**src/rtl/key_schedule_gen_pkg.sv**
```systemverilog
// Shared AES constants and helpers for the key schedule and the round datapath:
// S-box table, xtime, legal key widths and the key-schedule FSM states.
package key_schedule_gen_pkg;

    typedef enum logic [1:0] {
        ST_IDLE,
        ST_LOAD,
        ST_EXPAND,
        ST_DONE
    } ks_state_t;

    localparam logic [7:0] RCON_INIT = 8'h01;

    localparam logic [7:0] SBOX [256] = '{
        8'h63, 8'h7c, 8'h77, 8'h7b, 8'hf2, 8'h6b, 8'h6f, 8'hc5, 8'h30, 8'h01, 8'h67, 8'h2b, 8'hfe, 8'hd7, 8'hab, 8'h76,
        8'hca, 8'h82, 8'hc9, 8'h7d, 8'hfa, 8'h59, 8'h47, 8'hf0, 8'had, 8'hd4, 8'ha2, 8'haf, 8'h9c, 8'ha4, 8'h72, 8'hc0,
        8'hb7, 8'hfd, 8'h93, 8'h26, 8'h36, 8'h3f, 8'hf7, 8'hcc, 8'h34, 8'ha5, 8'he5, 8'hf1, 8'h71, 8'hd8, 8'h31, 8'h15,
        8'h04, 8'hc7, 8'h23, 8'hc3, 8'h18, 8'h96, 8'h05, 8'h9a, 8'h07, 8'h12, 8'h80, 8'he2, 8'heb, 8'h27, 8'hb2, 8'h75,
        8'h09, 8'h83, 8'h2c, 8'h1a, 8'h1b, 8'h6e, 8'h5a, 8'ha0, 8'h52, 8'h3b, 8'hd6, 8'hb3, 8'h29, 8'he3, 8'h2f, 8'h84,
        8'h53, 8'hd1, 8'h00, 8'hed, 8'h20, 8'hfc, 8'hb1, 8'h5b, 8'h6a, 8'hcb, 8'hbe, 8'h39, 8'h4a, 8'h4c, 8'h58, 8'hcf,
        8'hd0, 8'hef, 8'haa, 8'hfb, 8'h43, 8'h4d, 8'h33, 8'h85, 8'h45, 8'hf9, 8'h02, 8'h7f, 8'h50, 8'h3c, 8'h9f, 8'ha8,
        8'h51, 8'ha3, 8'h40, 8'h8f, 8'h92, 8'h9d, 8'h38, 8'hf5, 8'hbc, 8'hb6, 8'hda, 8'h21, 8'h10, 8'hff, 8'hf3, 8'hd2,
        8'hcd, 8'h0c, 8'h13, 8'hec, 8'h5f, 8'h97, 8'h44, 8'h17, 8'hc4, 8'ha7, 8'h7e, 8'h3d, 8'h64, 8'h5d, 8'h19, 8'h73,
        8'h60, 8'h81, 8'h4f, 8'hdc, 8'h22, 8'h2a, 8'h90, 8'h88, 8'h46, 8'hee, 8'hb8, 8'h14, 8'hde, 8'h5e, 8'h0b, 8'hdb,
        8'he0, 8'h32, 8'h3a, 8'h0a, 8'h49, 8'h06, 8'h24, 8'h5c, 8'hc2, 8'hd3, 8'hac, 8'h62, 8'h91, 8'h95, 8'he4, 8'h79,
        8'he7, 8'hc8, 8'h37, 8'h6d, 8'h8d, 8'hd5, 8'h4e, 8'ha9, 8'h6c, 8'h56, 8'hf4, 8'hea, 8'h65, 8'h7a, 8'hae, 8'h08,
        8'hba, 8'h78, 8'h25, 8'h2e, 8'h1c, 8'ha6, 8'hb4, 8'hc6, 8'he8, 8'hdd, 8'h74, 8'h1f, 8'h4b, 8'hbd, 8'h8b, 8'h8a,
        8'h70, 8'h3e, 8'hb5, 8'h66, 8'h48, 8'h03, 8'hf6, 8'h0e, 8'h61, 8'h35, 8'h57, 8'hb9, 8'h86, 8'hc1, 8'h1d, 8'h9e,
        8'he1, 8'hf8, 8'h98, 8'h11, 8'h69, 8'hd9, 8'h8e, 8'h94, 8'h9b, 8'h1e, 8'h87, 8'he9, 8'hce, 8'h55, 8'h28, 8'hdf,
        8'h8c, 8'ha1, 8'h89, 8'h0d, 8'hbf, 8'he6, 8'h42, 8'h68, 8'h41, 8'h99, 8'h2d, 8'h0f, 8'hb0, 8'h54, 8'hbb, 8'h16
    };

    function automatic logic [7:0] sbox(input logic [7:0] b);
        return SBOX[b];
    endfunction

    // Multiply by x in GF(2^8) modulo the AES polynomial.
    function automatic logic [7:0] xtime(input logic [7:0] b);
        return {b[6:0], 1'b0} ^ (b[7] ? 8'h1b : 8'h00);
    endfunction

    function automatic bit is_legal_key_bits(input int bits);
        return (bits == 128) || (bits == 192) || (bits == 256);
    endfunction

endpackage

```
**src/rtl/key_schedule_gen_sub_word.sv**
```systemverilog
// SubWord: four parallel S-box lookups on a 32-bit word.
module key_schedule_gen_sub_word
    import key_schedule_gen_pkg::*;
(
    input  logic [31:0] word,
    output logic [31:0] sub
);

    always_comb begin
        for (int b = 0; b < 4; b++) begin
            sub[8*b +: 8] = sbox(word[8*b +: 8]);
        end
    end

endmodule

```
**src/rtl/key_schedule_gen.sv**
```systemverilog
// Iterative AES key expansion (128/192/256): one schedule word per cycle into a
// register word store, with a registered 128-bit round-key read port.
module key_schedule_gen
    import key_schedule_gen_pkg::*;
#(
    parameter int KEY_BITS = 128
)
(
    input  logic                clk,
    input  logic                rst_n,
    input  logic                key_valid,
    output logic                key_ready,
    input  logic [KEY_BITS-1:0] key_in,
    output logic                sched_busy,
    output logic                sched_done,
    input  logic                rk_rd_en,
    input  logic [3:0]          rk_rd_idx,
    output logic                rk_valid,
    output logic [127:0]        rk_out,
    output logic                rk_err
);

    localparam int NK = KEY_BITS / 32;
    localparam int NR = NK + 6;
    localparam int NW = 4 * (NR + 1);

    localparam logic [5:0] NK_W     = 6'(NK);
    localparam logic [5:0] LAST_W   = 6'(NW - 1);
    localparam logic [2:0] PH_LAST  = 3'(NK - 1);
    localparam logic [3:0] NR_IDX   = 4'(NR);

    if (!is_legal_key_bits(KEY_BITS)) begin : g_bad_key_bits
        $error("key_schedule_gen: KEY_BITS must be 128, 192 or 256");
    end

    ks_state_t   state, state_next;
    logic [5:0]  word_idx;
    logic [2:0]  phase;
    logic [7:0]  rcon;
    logic [31:0] w [NW];

    logic [31:0] w_prev, w_back, sub_in, sub_out, temp, w_new;
    logic [5:0]  rd_base;
    logic        rd_ok;

    // NOTE: sequential state uses non-blocking assignments so every register
    // samples pre-edge values, whatever the order of statements.
    always_ff @(posedge clk) begin
        if (!rst_n) state <= ST_IDLE;
        else        state <= state_next;
    end

    // NOTE: every combinational output gets a default first, so no path
    // through the block can leave it unassigned and infer a latch.
    always_comb begin
        state_next = state;
        case (state)
            ST_IDLE:   if (key_valid) state_next = ST_LOAD;
            ST_LOAD:   state_next = ST_EXPAND;
            ST_EXPAND: if (word_idx == LAST_W) state_next = ST_DONE;
            ST_DONE:   if (key_valid) state_next = ST_LOAD;
            default:   state_next = ST_IDLE;
        endcase
    end

    assign key_ready  = (state == ST_IDLE) || (state == ST_DONE);
    assign sched_busy = (state == ST_LOAD) || (state == ST_EXPAND);
    assign sched_done = (state == ST_DONE);

    // phase tracks word_idx mod NK so the expansion never needs a divider.
    always_ff @(posedge clk) begin
        if (!rst_n) begin
            word_idx <= '0;
            phase    <= '0;
            rcon     <= RCON_INIT;
        end else if (state == ST_LOAD) begin
            word_idx <= NK_W;
            phase    <= '0;
            rcon     <= RCON_INIT;
        end else if (state == ST_EXPAND) begin
            word_idx <= word_idx + 6'd1;
            phase    <= (phase == PH_LAST) ? 3'd0 : phase + 3'd1;
            if (phase == 3'd0) rcon <= xtime(rcon);
        end
    end

    assign w_prev = w[word_idx - 6'd1];
    assign w_back = w[word_idx - NK_W];

    always_comb begin
        sub_in = w_prev;
        temp   = w_prev;
        if (phase == 3'd0) begin
            sub_in = {w_prev[23:0], w_prev[31:24]};
            temp   = sub_out ^ {rcon, 24'h0};
        end else if (NK == 8 && phase == 3'd4) begin
            temp   = sub_out;
        end
        w_new = w_back ^ temp;
    end

    key_schedule_gen_sub_word u_sub_word (
        .word (sub_in),
        .sub  (sub_out)
    );

    // NOTE: the word store has no reset; a schedule is only readable in DONE,
    // after every word has been written from a fresh key.
    always_ff @(posedge clk) begin
        if (state == ST_LOAD) begin
            for (int k = 0; k < NK; k++) begin
                w[k] <= key_in[KEY_BITS-1-32*k -: 32];
            end
        end else if (state == ST_EXPAND) begin
            w[word_idx] <= w_new;
        end
    end

    assign rd_base = {rk_rd_idx, 2'b00};
    assign rd_ok   = rk_rd_en && (state == ST_DONE) && (rk_rd_idx <= NR_IDX);

    always_ff @(posedge clk) begin
        if (!rst_n) begin
            rk_valid <= 1'b0;
            rk_err   <= 1'b0;
            rk_out   <= '0;
        end else begin
            rk_valid <= rd_ok;
            rk_err   <= rk_rd_en && !rd_ok;
            if (rd_ok) begin
                rk_out <= {w[rd_base], w[rd_base + 6'd1], w[rd_base + 6'd2], w[rd_base + 6'd3]};
            end
        end
    end

endmodule

```
**config.mk**
```make
export PLATFORM = sky130hd
export DESIGN_NAME = key_schedule_gen
export DESIGN_NICKNAME = d
export VERILOG_FILES = /design/src/rtl/key_schedule_gen_pkg.sv /design/src/rtl/key_schedule_gen_sub_word.sv /design/src/rtl/key_schedule_gen.sv
export SDC_FILE = /design/constraint.sdc
export NUM_CORES = 2
export LEC_CHECK = 0
export ABC_AREA = 1
export ABC_CLOCK_PERIOD_IN_PS = 7100
export CAP_MARGIN = 40
export CORE_ASPECT_RATIO = 1.2
export CORE_MARGIN = 2
export CORE_UTILIZATION = 35
export DETAILED_ROUTE_END_ITERATION = 16
export HOLD_SLACK_MARGIN = 0.06
export PLACE_DENSITY = 0.48
export SLEW_MARGIN = 20
export SYNTH_ARGS = -nofsm -noshare
export SYNTH_HDL_FRONTEND = slang
export SYNTH_HIERARCHICAL = 1
export SYNTH_SLANG_ARGS = --single-unit
```
**constraint.sdc**
```tcl
create_clock -name clk -period 7.1 [get_ports clk]
set_clock_uncertainty 0.2 [all_clocks]
set_input_delay 1.42 -clock clk [delete_from_list [all_inputs] [get_ports clk]]
set_output_delay 1.42 -clock clk [all_outputs]
set_load 0.02 [all_outputs]
```
* After elaboration in Yosys (flattened, before gate mapping)
Memories as Yosys holds them, arrays and structs flattened. A register that Yosys moved wholly into a read port is not among the register bits. Index checks and enable logic that the tools add are counted.
Word-level totals: register bits 21, RAM bits 1408, memory bits (read-only) 8192, input bits 136, output and inout port bits 133, logic and storage cells 82, memories 5
Memories:
- (name not given) | depth 256, bits a word 8, rd ports 1, clocked after memory_dff 0, wr ports 0, RTL line key_schedule_gen_pkg.sv:34 | return SBOX[b];
- (name not given) | depth 256, bits a word 8, rd ports 1, clocked after memory_dff 0, wr ports 0, RTL line key_schedule_gen_pkg.sv:34
- (name not given) | depth 256, bits a word 8, rd ports 1, clocked after memory_dff 0, wr ports 0, RTL line key_schedule_gen_pkg.sv:34
- (name not given) | depth 256, bits a word 8, rd ports 1, clocked after memory_dff 0, wr ports 0, RTL line key_schedule_gen_pkg.sv:34
- w | depth 44, bits a word 32, rd ports 6, clocked after memory_dff 4, wr ports 4, RTL line key_schedule_gen.sv:40 | logic [31:0] w [NW];
Cells by class: $add $sub $neg 7, magnitude comparators 5, equal/unequal tests 7, muxes and demuxes 25, bitwise operators 8, reductions and logical operators 18
Operators by type and width (number):
- two-way mux 32 bit | 3
- two-way mux 8 bit | 8
- bitwise XOR 32 bit | 2
- >= comparator 9 bit, second input constant | 4
- NOT 8 -> 9 bit | 4
- OR reduction 32 bit | 1
- adder 6 x 1 -> 6 bit, second input constant | 2
- adder 6 x 2 -> 6 bit, second input constant | 2
- two-way mux 3 bit | 3
- bitwise XOR 8 x 5 -> 8 bit | 1
- equality test 6 bit, second input constant | 1
- two-way mux 1 bit | 6
- two-way mux 6 bit | 1
- case mux 2 bit (3 select lines) | 1
- subtractor 6 x 1 -> 6 bit, second input constant | 1
- subtractor 6 x 3 -> 6 bit, second input constant | 1
- zero test 1 bit | 5
- two-way mux 5 bit | 1
- equality test 2 bit, second input constant | 2
- <= comparator 4 bit, second input constant | 1
- two-way mux 2 bit | 2
- AND reduction 2 bit | 2
- OR reduction 2 bit | 2
- adder 3 x 1 -> 3 bit, second input constant | 1
- other kinds (10) | 13

* Longest topological paths before layout
An unclocked memory read counts as a cell.
depth in word-level cells 11, mapped depth 38, gate-level depth less buffers 31

* Hierarchy
The synthesis kept the hierarchy.
By module, submodules not included:
- key_schedule_gen | instances 1, cells an instance 12139, area an instance 92444.9 sq um, sequential area each 45263.4 sq um
- key_schedule_gen_sub_word | instances 1, cells an instance 2510, area an instance 11538.6 sq um, sequential area each 0.0 sq um

* Least setup slack after synthesis
OpenSTA, ideal clock, no wires.
path type reg2reg, start point reg word_idx[0], end point mem w[10][26] (data pin), library setup time 0.305 ns, arrival 5.252 ns, data required time 6.595 ns, setup slack 1.343 ns, cell stages (with the launch flop) 34, buffers on the path 6, clock period less this slack 5.757 ns, path through dfxtp_1 > inv_2 > buf_4 > buf_2 > buf_2 > buf_2 > ha_1 > inv_2 > clkbuf_1 > clkbuf_1 > nand3_1 > nand2_1 > nand2_1 > nand3_1 > nand3_1 > nand3_1 > nand3_1 > nand2_1 > inv_1 > ha_1 > inv_1 > nand2_1 > nand2_1 > o21ai_0 > nor2_1 > nor2_1 > nand2_1 > nand2_1 > nand2_1 > nand2_1 > xor2_1 > nand2_1 > nand3_1 > and2_1
RTL lines:
- from (decl) | RTL line key_schedule_gen.sv:37 | logic [5:0] word_idx;
- from (signal assigned) | RTL line key_schedule_gen.sv:81 | word_idx <= word_idx + 6'd1;
- to (decl) | RTL line key_schedule_gen.sv:40

==> flow_summary_export.csv <==
group,metric,value,unit
routing,via_per_inst,6.078,
clock_tree,cts_tree,"yes",
place,io_buffers,268,
sta,drv_slew,0,
global_routing,track_usage,0.4178,
setup_path,criticalPathCategory,"reg2reg",
place,dp.cells,18370,
cells_and_area,final_cell_mix,"nand2_1, nand3_1, edfxtp_1, inv_1, o21ai_0",
logic_synthesis,synth_top_family_by_area,"simple AND/OR/NAND/NOR gates",
global_routing,grt_use_met2,0.6102,
cells_and_area,drive_above_1_share,0.06919,
global_routing,antenna_found_initial,81,
global_routing,grt_pass1_vias,104900,
floorplan,rows,219,
status,outcome,"finished, final reports clean",
place,dp_hpwl,430200,um
sta,finalSetupTns,0,ns
routing,drtAntennaViolNets,0,
global_routing,grt_max_degree,185,
logic_synthesis,synthArstFlopShare,0,
logic_synthesis,synth_simple_gate_area_share,0.3202,
sta,finalCriticalPeriod,7.053,ns
floorplan,design.core.area,0.2962,mm^2
sta,fmax,141.8,MHz
setup_path,setup.worst_path.end_class,"flip-flop",
routing,vias,114000,
sta,whs,0.2876,ns
cells_and_area,final_common_cell,"nand2_1",
cells_and_area,final-seq-area,0.04527,mm^2
clock_tree,clk_pin_slew,0.06,ns
sta,min_period_over_period,0.9933,
sta,grt_setup_unrepaired,"no",
flow_run,max-cap-violations,0,
sta,worst_pin_slew,1.099,ns
setup_path,start_kind,"flip-flop",
logic_synthesis,synthAdderAreaFrac,0.008543,
clock_tree,cts_buffer_depth,4,
routing,routedWlPerCell,34.76,um
floorplan,initial_core_util,0.3510,
cells_and_area,final_cells,18750,
logic_synthesis,synth-edff-count,1408,
place,dp_slack,0.2780,ns
global_routing,top_usage_layer,"met2",
sta,setup_slack,0.04749,ns
logic_synthesis,seq_area_frac_synth,0.4353,
global_routing,grt-ovfl-total,0,
floorplan,die-area,0.3015,mm^2
floorplan,dieWidth,501.6,um
clock_tree,cts.sinks,1557,
sta,slew_headroom,0.2673,
clock_tree,hold_buffers,0,
routing,route.detailed.drc,0,
worst_hold_path,hold_class,"reg2reg",
clock_tree,root_buffer,"clkbuf_16",
logic_synthesis,avgSynthCellArea,7.098,um^2
logic_synthesis,netlist_area,0.1040,mm^2
setup_path,cp.required,7.53,ns
logic_synthesis,postSynthNetCount,14860,
global_routing,grtUsageMet3,0.1264,
cells_and_area,finalNetCount,14800,
sta,setup_violations,0,
logic_synthesis,syn_inst,14650,
setup_path,cp_data_arrival_time,7.49,ns
global_routing,use_met1,0.5050,
logic_synthesis,synth_ff_type,"edfxtp_1",
routing,drt_iter0_markers,17290,
logic_synthesis,yosysWarnings,6,
floorplan,pin_count,269,
clock_tree,insertion_delay,0.93,ns
cells_and_area,nFillCells,31210,
clock_tree,numCtsBuffers,191,
setup_path,path_max_fanout,69,
place,gp_congestion,1.095,
cells_and_area,synthToLayoutAreaGrowth,15.31,%
sta,hold_viol,0,
global_routing,grt_pass1_wl,878600,um
clock_tree,htreeDepth,4,
logic_synthesis,synth_seq_cells,1557,
logic_synthesis,muxShareOfSynthArea,0,
routing,dr.pass1.iters,9,
cells_and_area,multiInputGateArea,0.04942,mm^2
logic_synthesis,synth-xor-area-share,0.001769,
floorplan,die_y,601.1,um
logic_synthesis,synth_compound_area_frac,0.1394,
routing,wirelength,651800,um
logic_synthesis,ys_types,50,
[cells in the mapped netlist, types with 4 or more instances]
cell / count / area [um^2]
o22ai_1: 86 / 538.0
nor2_2: 9 / 56.30
inv_2: 21 / 78.83
a21oi_1: 853 / 4269
edfxtp_1: 1408 / 42280
o21ai_0: 1212 / 6066
o21ai_1: 12 / 60.06
nand3_1: 2503 / 12530
buf_2: 265 / 1326
inv_1: 1289 / 4838
buf_1: 148 / 555.5
nor3_1: 26 / 130.1
xor2_1: 9 / 78.83
a31oi_1: 146 / 913.4
nor2_1: 656 / 2462
o221ai_1: 22 / 192.7
o211ai_1: 271 / 2034
clkinv_1: 12 / 45.04
a32oi_1: 18 / 157.7
nand3b_1: 4 / 30.03
clkbuf_1: 568 / 2132
o2111ai_1: 4 / 35.03
nand2_2: 11 / 68.82
or2_2: 10 / 62.56
nand4_1: 47 / 294.0
o31ai_1: 15 / 112.6
ha_1: 71 / 888.4
dfxtp_1: 149 / 2983
nand2_1: 4636 / 17400
buf_4: 96 / 720.7
buf_6: 14 / 157.7
and2_1: 32 / 200.2
[per-stage QoR]
stage / instance area, um^2 / util
floorplan: 104000 / -
global placement: 112800 / 0.3808
detailed placement: 113400 / 0.3829
CTS: 119800 / 0.4044
global route: 119900 / 0.4047
finish: 119900 / 0.4048
[logic make-up after synthesis]
logic type / count (synthesis)
fa+ha+maj: 71
xor+xnor: 15
compound gates: 2652
simple gates: 7941
flops: 1557
buf+inv: 2413
[area by class of cell]
class | count | share of cell area
tap | 3978 | 0.04151
clock inverter | 93 | 0.008233
timing repair buffer | 837 | 0.07307
multi-input combinational | 10680 | 0.4122
inverter | 1322 | 0.04202
antenna | 32 | 0.0006679
sequential | 1557 | 0.3776
clock buffer | 254 | 0.04472
[path summary, 6_finish.rpt]
check,to,slack [ns],from,depth (start not counted)
setup / recovery,w[29][14]$_DFFE_PP_,0.05,word_idx[0]$_SDFFE_PP0P_,27
hold / removal,rcon[6]$_SDFFE_PP0P_,0.29,rcon[6]$_SDFFE_PP0P_,2
hold reg to reg,rcon[6]$_SDFFE_PP0P_,0.29,rcon[6]$_SDFFE_PP0P_,2
setup reg to reg,w[29][14]$_DFFE_PP_,0.05,word_idx[0]$_SDFFE_PP0P_,27
[metal layers]
layer  wire [um]  vias to the layer above
li1            -                    49240
met1      235200                    54420
met2      271400                     8083
met3       79370                     2195
met4       65580                       40
met5         259                        -
[worst max-delay path, cell delays in order (launching register included)]
cell	delay (ns)
dfxtp_4	0.46
inv_8	0.11
ha_4	0.29
inv_8	0.49
buf_4	0.50
o21ai_0	0.17
o221ai_1	0.19
nand3_1	0.12
nand2_1	0.12
nand3_1	0.19
nand2_1	0.50
inv_1	0.15
buf_4	0.24
ha_1	0.24
nand2_1	0.25
inv_1	0.11
o21ai_0	0.50
buf_4	0.26
nand3_1	0.07
nand3_1	0.08
nand3_1	0.09
nand3_1	0.10
nand2_1	0.31
nand2_1	0.21
nand2_1	0.07
nand2_1	0.13
and2_1	0.15
buf_4	0.37
[what timing repair did]
action,in CTS,in global routing
setup endpoints to repair,0,40
setup buffers,0,0
gates resized for setup,0,2
[registers in the layout (all words and copies together), names as in the netlist]
register	cells
state	2
word_idx	6
rk_err	1
phase	3
rk_valid	1
rk_out	128
w	1408
rcon	8
Power is left out: the tool's default activity adds up to more than one toggle a clock period on the data nets, which glitch-free logic cannot reach.
